## config.mk

```make
export PLATFORM = sky130hd
export DESIGN_NAME = pc_flag_unit
export DESIGN_NICKNAME = d
export VERILOG_FILES = /design/src/rtl/cpu_pkg.sv /design/src/rtl/branch_cond.sv /design/src/rtl/pc_flag_unit.sv
export SDC_FILE = /design/constraint.sdc
export NUM_CORES = 1
export LEC_CHECK = 0
export CAP_MARGIN = 10
export CORE_MARGIN = 10
export CORE_UTILIZATION = 40
export CTS_CLUSTER_SIZE = 28
export DETAILED_ROUTE_END_ITERATION = 10
export PLACE_DENSITY_LB_ADDON = 0.15
export SLEW_MARGIN = 40
export SYNTH_ARGS = -nofsm -noshare
export SYNTH_HDL_FRONTEND = slang
export SYNTH_SLANG_ARGS = --single-unit
```

## constraint.sdc

```tcl
create_clock -name clk -period 8.15 [get_ports clk]
set_clock_uncertainty 0.15 [all_clocks]
set_input_delay 0.815 -clock clk [delete_from_list [all_inputs] [get_ports clk]]
set_output_delay 0.815 -clock clk [all_outputs]
set_load 0.03 [all_outputs]
```

## src/rtl/cpu_pkg.sv

```systemverilog
// Shared CPU encodings: PC-source selects, branch condition codes, flag-write bit indices.
package cpu_pkg;

  typedef enum logic [1:0] {
    PCSRC_SEQ  = 2'b00,
    PCSRC_BR   = 2'b01,
    PCSRC_RSVD = 2'b10,
    PCSRC_B    = 2'b11
  } pc_src_e;

  typedef enum logic [2:0] {
    CC_NE  = 3'b000,
    CC_EQ  = 3'b001,
    CC_GT  = 3'b010,
    CC_LT  = 3'b011,
    CC_GE  = 3'b100,
    CC_LE  = 3'b101,
    CC_OV  = 3'b110,
    CC_UNC = 3'b111
  } ccc_e;

  // Bit positions inside the 3-bit flag-write enable from the decoder
  localparam int FW_Z = 2;
  localparam int FW_V = 1;
  localparam int FW_N = 0;

  typedef struct packed {
    logic z;
    logic v;
    logic n;
  } flags_t;

endpackage

```

## src/rtl/branch_cond.sv

```systemverilog
// Branch condition evaluator: maps a condition code and Z/V/N flags to taken/not-taken.
module branch_cond
  import cpu_pkg::*;
(
  input  logic [2:0] ccc,
  input  logic       z,
  input  logic       v,
  input  logic       n,
  output logic       cond
);

  // Decode the condition code against the supplied flags
  always_comb begin
    // NOTE: every always_comb output gets a default first so no path can infer a latch.
    cond = 1'b0;
    case (ccc_e'(ccc))
      CC_NE:  cond = !z;
      CC_EQ:  cond = z;
      CC_GT:  cond = !z && !n;
      CC_LT:  cond = n;
      CC_GE:  cond = z || (!z && !n);
      CC_LE:  cond = n || z;
      CC_OV:  cond = v;
      CC_UNC: cond = 1'b1;
    endcase
  end

endmodule

```

## src/rtl/pc_flag_unit.sv

```systemverilog
// Next-PC and condition-flag stage: owns the PC, the Z/V/N flags and the sticky halt state.
module pc_flag_unit
  import cpu_pkg::*;
#(
  parameter int              PC_W      = 16,
  parameter logic [PC_W-1:0] RESET_VEC = '0
) (
  input  logic            clk,
  input  logic            rst,
  input  logic            stall,
  input  logic [1:0]      pc_src,
  input  logic            hlt,
  input  logic [2:0]      fwr,
  input  logic            alu_z,
  input  logic            alu_v,
  input  logic            alu_n,
  input  logic [2:0]      ccc,
  input  logic [8:0]      imm9,
  input  logic [PC_W-1:0] br_target,
  output logic [PC_W-1:0] pc,
  output logic [PC_W-1:0] pc_plus2,
  output logic            flag_z,
  output logic            flag_v,
  output logic            flag_n,
  output logic            branch_taken,
  output logic            halted
);

  flags_t          flags_q, flags_next;
  logic [PC_W-1:0] pc_q, pc_next;
  logic            halted_q, halted_next;
  logic            cond;
  logic [PC_W-1:0] b_offset;

  // Condition is always judged on the flags as they stood before this edge
  branch_cond u_branch_cond (
    .ccc  (ccc),
    .z    (flags_q.z),
    .v    (flags_q.v),
    .n    (flags_q.n),
    .cond (cond)
  );

  // Halfword offset sign-extended and scaled to bytes; wraps modulo 2^PC_W
  assign b_offset     = {{(PC_W-10){imm9[8]}}, imm9, 1'b0};
  assign pc_plus2     = pc_q + PC_W'(2);
  assign branch_taken = cond && ((pc_src == PCSRC_BR) || (pc_src == PCSRC_B));

  // Next-state selection: hold when stalled or halted, halt beats any PC change
  always_comb begin
    pc_next     = pc_q;
    flags_next  = flags_q;
    halted_next = halted_q;
    if (!stall && !halted_q) begin
      if (hlt) begin
        halted_next = 1'b1;
      end else begin
        case (pc_src_e'(pc_src))
          PCSRC_B:  pc_next = cond ? (pc_plus2 + b_offset) : pc_plus2;
          PCSRC_BR: pc_next = cond ? br_target : pc_plus2;
          default:  pc_next = pc_plus2;
        endcase
        if (fwr[FW_Z]) flags_next.z = alu_z;
        if (fwr[FW_V]) flags_next.v = alu_v;
        if (fwr[FW_N]) flags_next.n = alu_n;
      end
    end
  end

  // State register with synchronous reset taking priority over everything
  always_ff @(posedge clk) begin
    // NOTE: sequential state uses non-blocking assignments so every register samples pre-edge values.
    if (rst) begin
      pc_q     <= RESET_VEC;
      flags_q  <= '0;
      halted_q <= 1'b0;
    end else begin
      pc_q     <= pc_next;
      flags_q  <= flags_next;
      halted_q <= halted_next;
    end
  end

  assign pc     = pc_q;
  assign flag_z = flags_q.z;
  assign flag_v = flags_q.v;
  assign flag_n = flags_q.n;
  assign halted = halted_q;

endmodule
```

==> results.py, run 1 <==
metrics = {
    "synth": {
        "synth_area_sq_um": 2080,
        "syn-num-nets": 336,
        "ys.flop_type": "dfxtp_1",
        "syn_inst": 279,
        "synth-seq-cells": 20,
        "yosys_warnings": 0,
        "synth_edf_count": 0,
        "yosys.cell_types.count": 51,
        "yosysSeqAreaShare": 0.192,
        "postSynthAreaPerCell_sq_um": 7.46,
        "synthArstFlopShare": 0,
    },
    "power_and_ir_drop": {
        "power.switching_uw": 120,
        "finalPower_uw": 321,
        "internal_power_uw": 201,
        "max-vdd-ir-drop_uv": 45.6,
        "swShare": 0.374,
        "combPwrFrac": 0.452,
        "p_per_area_nw_per_um2": 110,
        "clkPwrFrac": 0.207,
        "leakage_nw": 1.14,
        "pwr-share-seq": 0.341,
    },
    "clock_network": {
        "insertion_delay_ps": 260,
        "post-cts-setup-buffer-count": 0,
        "cts-htree-levels": 1,
        "cts_sinks": 20,
        "cts_root_buf": "clkbuf_8",
        "cts_tree": "done",
        "clk_pin_slew_worst_paths_ps": 70,
        "cts_buffers": 3,
        "cts_resized": 0,
        "clock_path_buffers": 2,
        "cts_hold_buf": 0,
    },
    "setup_path": {
        "cp-end-kind": "output port",
        "crit_top_cell": "clkdlybuf4s50_1",
        "worst_path_largest_cell_delay_ps": 810,
        "cp_top_family": "buffers and inverters",
        "critPathKind": "in2out",
        "reg2reg_to": "pc[13]",
        "worstPathMaxFanout": 23,
        "rrSetupSlack_ps": 4660,
        "arrival_ps": 3640,
        "rr_worst_depth": 11,
        "critPathBufInv": 3,
        "crit_start": "ccc[2]",
        "worstPathCellList": "clkdlybuf4s50_1 > nor3b_1 > o21ai_0 > a31o_2 > nand3_2 > inv_1 > clkdlybuf4s50_1",
        "crit_cells": 7,
        "cp-endpoint": "branch_taken",
        "cp.required_ps": 7180,
        "cpMaxStageDelayCell": "clkdlybuf4s50_1",
        "r2r_start": "pc[3]",
        "start_kind": "input pin",
    },
    "final_layout": {
        "nets": 406,
        "layout-drive-gt1-share": 0.0461,
        "syn_to_final_growth_pct": 40.3,
        "diodes": 0,
        "final_common_cell": "clkdlybuf4s50_1",
        "final_core_util": 0.576,
        "layout_common_cells": "clkdlybuf4s50_1, nand2_1, a21oi_1, nand3_1, dfxtp_1",
    },
    "timing": {
        "hold_viol": 0,
        "tightest_slew_ps": 705,
        "setup_viol": 0,
        "rsz0062_at_grt": "no",
        "timing.hold.ws_ps": 355,
        "maxSlewViolCount": 0,
        "relSlewSlack": 0.529,
        "setup_tns_ps": 0,
        "timing.final.crit_share": 0.565,
        "fmax_mhz": 217,
        "period_needed_ps": 4610,
    },
    "flow_run": {
        "drv_cap": 0,
    },
    "route": {
        "wire_per_inst_um": 16.0,
        "vias": 2278,
        "wl_um": 6680,
        "drt_iter0_markers": 153,
        "drtPass1Iterations": 4,
        "remaining_drc_errors": 0,
        "ant_nets": 0,
        "viasPerCell": 5.46,
    },
    "placed_design": {
        "gp_congestion": 0.932,
        "io_buffers": 76,
        "hpwl_um": 5300,
    },
    "global_route": {
        "grt_usage": 0.153,
        "grt_start_max_net_pins": 27,
        "grt_pass1_vias": 2243,
        "grt_pass1_wl_um": 11000,
        "antenna_found_initial": 0,
        "grt.overflow.total": 0,
    },
    "floorplan": {
        "io_pins": 77,
        "start_util": 0.410,
        "rows": 26,
        "die-area_sq_um": 8490,
        "die-height_um": 92.1,
        "die_w_um": 92.1,
        "core_sq_um": 5070,
    },
    "status": {
        "status": "finished, final reports clean",
    },
    "worst_hold_path": {
        "hp-class": "reg2reg",
    },
}
==> how the worst min path moves through the flow <==
stage	to	slack [ps]	startpoint	depth (start not counted)
after floorplan	flag_v	440	flag_v	2
after global placement	flag_v	320	flag_v	2
after detailed placement	flag_v	360	flag_v	2
after CTS	flag_v	370	flag_v	2
after global routing	flag_v	380	flag_v	2
final	flag_v	350	flag_v	2
==> flip-flops by register name, summed over array words and instances (netlist names) <==
register / cells
flag_n: 1
flag_v: 1
flag_z: 1
halted: 1
pc: 16
==> synthesized netlist by cell type, types with 3 or more instances <==
cell,n,area share
a21oi_1,26,0.062
nand2_1,26,0.047
dfxtp_1,20,0.19
nand3_1,20,0.048
nor2_1,17,0.031
ha_1,16,0.096
xor2_1,15,0.063
inv_1,11,0.020
o21ai_0,11,0.026
xnor2_1,11,0.046
a21o_1,7,0.025
a31oi_1,7,0.021
clkbuf_1,7,0.013
nand2b_1,7,0.021
mux2i_1,6,0.029
nor3_1,6,0.014
o211ai_1,6,0.022
nor3b_1,5,0.018
and3_1,4,0.012
nand4_1,4,0.012
o31ai_1,4,0.014
buf_2,3,0.0072
nor4_1,3,0.0090
o21a_1,3,0.011
==> final cells by class <==
class	instances	area, sq um
inverters	11	41.3
well taps	70	87.6
repair buffers	77	758
multi-input cells	236	1590
flip-flops and latches	20	400
fillers	493	2150
clock buffers	3	41.3
==> cell families (layout without fill, tap and decap cells) <==
logic type	Yosys count	count (layout)	share of synthesized area
compound gates	80	80	0.250
mux	8	8	0.0397
flops	20	20	0.192
fa+ha+maj	18	18	0.111
xor+xnor	26	26	0.109
buf+inv	23	91	0.0451
simple gates	104	104	0.253
==> power groups by stage <==
stage,clock network [mW],registers (mW),logic [mW]
2_1_floorplan,0,0.120,0.0796
3_3_place_gp,0,0.111,0.144
3_5_place_dp,0,0.112,0.145
4_1_cts,0.0663,0.109,0.146
5_1_grt,0.0701,0.110,0.158
6_report,0.0666,0.109,0.145
==> stage by stage <==
| stage | instances | instance area (sq um) | setup WS [ps] |
|---|---|---|---|
| after detailed placement | 414 | 2890 | 3570 |
| after global routing | 417 | 2920 | 3400 |
| after global placement | 414 | 2890 | 3670 |
| after floorplan | 279 | 2080 | 4560 |
| final | 417 | 2920 | 3540 |
| after CTS | 417 | 2930 | 3570 |
==> routing by layer <==
metal	vias up	GRT usage	wire length [um]	share of wire
met4	0	0.0398	82	0.012
met5	-	0	0	0
li1	1154	-	-	-
met3	6	0.0277	423	0.063
met1	1054	0.194	3020	0.45
met2	64	0.259	3150	0.47
==> worst min-delay path, stage by stage, from the launching register on <==
cell     delay [ps]
dfxtp_1         330
nand2_1          60
a21oi_1          60
No activity file was read; power rests on OpenSTA's default activity.
==> inputs of run 2 (changes only) <==
Clock period 8.15 ns to 4.4 ns, I/O delays scaled along.
==> run 2 against run 1 <==
Routed wire length grew 3.4%; first-iteration DRC count grew 7.2%; sequential power grew 86%; worst hold slack lost 29 ps; highest routed layer unchanged; combinational power grew 88%; clock-buffer cell count is the same; largest cell class unchanged; flip-flop and latch count is the same; die area is the same; global-route usage grew 0.15 points.
==> results.py, run 2 (synthesis gave the netlist of run 1 again) <==
metrics = {
    "setup_path": {
        "critPathKind": "reg2reg",
        "start_kind": "register",
        "worstPathCellList": "ha_1 > inv_1 > nor3_2 > nand3_1 > xnor2_1 > ha_1 > nand3_1 > o21ai_0 > o21a_1 > a311oi_2 > xnor2_1 > o21ai_1",
        "cp.required_ps": 4390,
        "cp-end-kind": "register",
        "cpMaxStageDelayCell": "dfxtp_1",
        "worstPathMaxFanout": 6,
        "rrSetupSlack_ps": 970,
        "worst_path_largest_cell_delay_ps": 430,
        "cp-endpoint": "pc[15]",
        "arrival_ps": 3420,
        "r2r_start": "pc[1]",
        "reg2reg_to": "pc[15]",
        "rr_worst_depth": 12,
        "crit_start": "pc[1]",
    },
    "route": {
        "wl_um": 6910,
        "ant_nets": 0,
        "vias": 2308,
        "remaining_drc_errors": 0,
        "viasPerCell": 5.51,
        "drtPass1Iterations": 4,
        "wire_per_inst_um": 16.5,
        "drt_iter0_markers": 164,
    },
    "power_and_ir_drop": {
        "leakage_nw": 1.16,
        "max-vdd-ir-drop_uv": 110,
        "p_per_area_nw_per_um2": 223,
    },
    "final_layout": {
        "syn_to_final_growth_pct": 42.4,
        "layout_common_cells": "clkdlybuf4s50_1, nand2_1, a21oi_1, nand3_1, dfxtp_1",
        "nets": 407,
        "diodes": 0,
        "final_cell_area_sq_um": 2970,
        "n_fill_cell": 472,
        "ff_latch_area_sq_um": 400,
        "final_common_cell": "clkdlybuf4s50_1",
        "multi_input_area_sq_um": 1600,
        "largest_register_ffs": 16,
        "layout-drive-gt1-share": 0.0516,
    },
    "flow_run": {
        "drv_cap": 0,
    },
    "clock_network": {
        "cts_buffers": 3,
        "clock_path_buffers": 2,
        "cts_sinks": 20,
        "clk_pin_slew_worst_paths_ps": 80,
        "post-cts-setup-buffer-count": 0,
        "cts_tree": "done",
        "cts_resized": 0,
        "cts_hold_buf": 0,
        "cts_root_buf": "clkbuf_8",
        "cts-htree-levels": 1,
        "insertion_delay_ps": 260,
    },
    "worst_hold_path": {
        "hp-class": "reg2reg",
    },
    "global_route": {
        "use_met2": 0.251,
        "grt_usage": 0.155,
        "grt.overflow.total": 0,
        "busiest_layer": "met2",
        "grt_start_max_net_pins": 25,
        "use_met3": 0.0334,
        "grt_pass1_vias": 2193,
        "grt_pass1_wl_um": 11000,
        "met1_usage": 0.199,
        "antenna_found_initial": 0,
    },
    "floorplan": {
        "rows": 26,
        "die_w_um": 92.1,
        "die-height_um": 92.1,
        "start_util": 0.410,
        "core_sq_um": 5070,
        "die-area_sq_um": 8490,
        "io_pins": 77,
    },
    "placed_design": {
        "place_area_sq_um": 2900,
        "hpwl_um": 5470,
        "io_buffers": 76,
        "gp_congestion": 0.990,
    },
    "timing": {
        "relSlewSlack": 0.580,
        "maxSlewViolCount": 0,
        "tightest_slew_ps": 629,
        "setup_tns_ps": 0,
        "setup_viol": 0,
        "hold_viol": 0,
        "rsz0062_at_grt": "no",
        "timing.final.crit_share": 0.780,
        "fmax_mhz": 291,
        "period_needed_ps": 3430,
    },
    "status": {
        "status": "finished, final reports clean",
    },
}
==> run 2: changes by cell type in the layout (fill, tap and decap cells not counted), sizes merged <==
cell,delta
buf,+1
bufinv,+1
==> run 2: worst min-delay path by stage <==
stage / start / to / depth (start not counted)
2_1_floorplan: hlt / halted / 2
3_3_place_gp: flag_v / flag_v / 2
3_5_place_dp: flag_v / flag_v / 2
4_1_cts: flag_v / flag_v / 2
5_1_grt: flag_v / flag_v / 2
6_report: flag_v / flag_v / 2
==> run 2: stage by stage <==
step	power [mW]	hold WS, ps	utilization	setup WS [ps]	cells
2_1_floorplan	0.369	431	-	807	279
3_3_place_gp	0.476	317	0.571	1020	415
3_5_place_dp	0.479	318	0.571	1050	415
4_1_cts	0.664	331	0.585	1010	419
5_1_grt	0.691	344	0.584	757	419
6_report	0.662	326	0.584	969	419
==> run 2: per-layer routing <==
layer	wire length (um)	part of all wire
met1	3190	0.46
met2	3130	0.45
met3	485	0.070
met4	102	0.015
met5	0	0
==> run 2: critical path, delay by kind of cell (launching register included) <==
kind,cells,cell delay [ps]
simple gates,3,810
compound gates,4,720
fa+ha+maj,2,660
xor+xnor,2,480
flops,1,430
buf+inv,1,70
==> run 2: where the power goes <==
part / total, mW / switching (mW) / internal [mW]
clock network: 0.187 / 0.0657 / 0.122
registers: 0.203 / 0.0125 / 0.190
logic: 0.272 / 0.150 / 0.122
total: 0.662 / 0.228 / 0.433
==> run 2: layout make-up <==
cell class,instances,area share
clock inverters,1,0.0101
well taps,70,0.0295
multi-input cells,236,0.539
repair buffers,78,0.258
flip-flops and latches,20,0.135
clock buffers,3,0.0139
inverters,11,0.0139
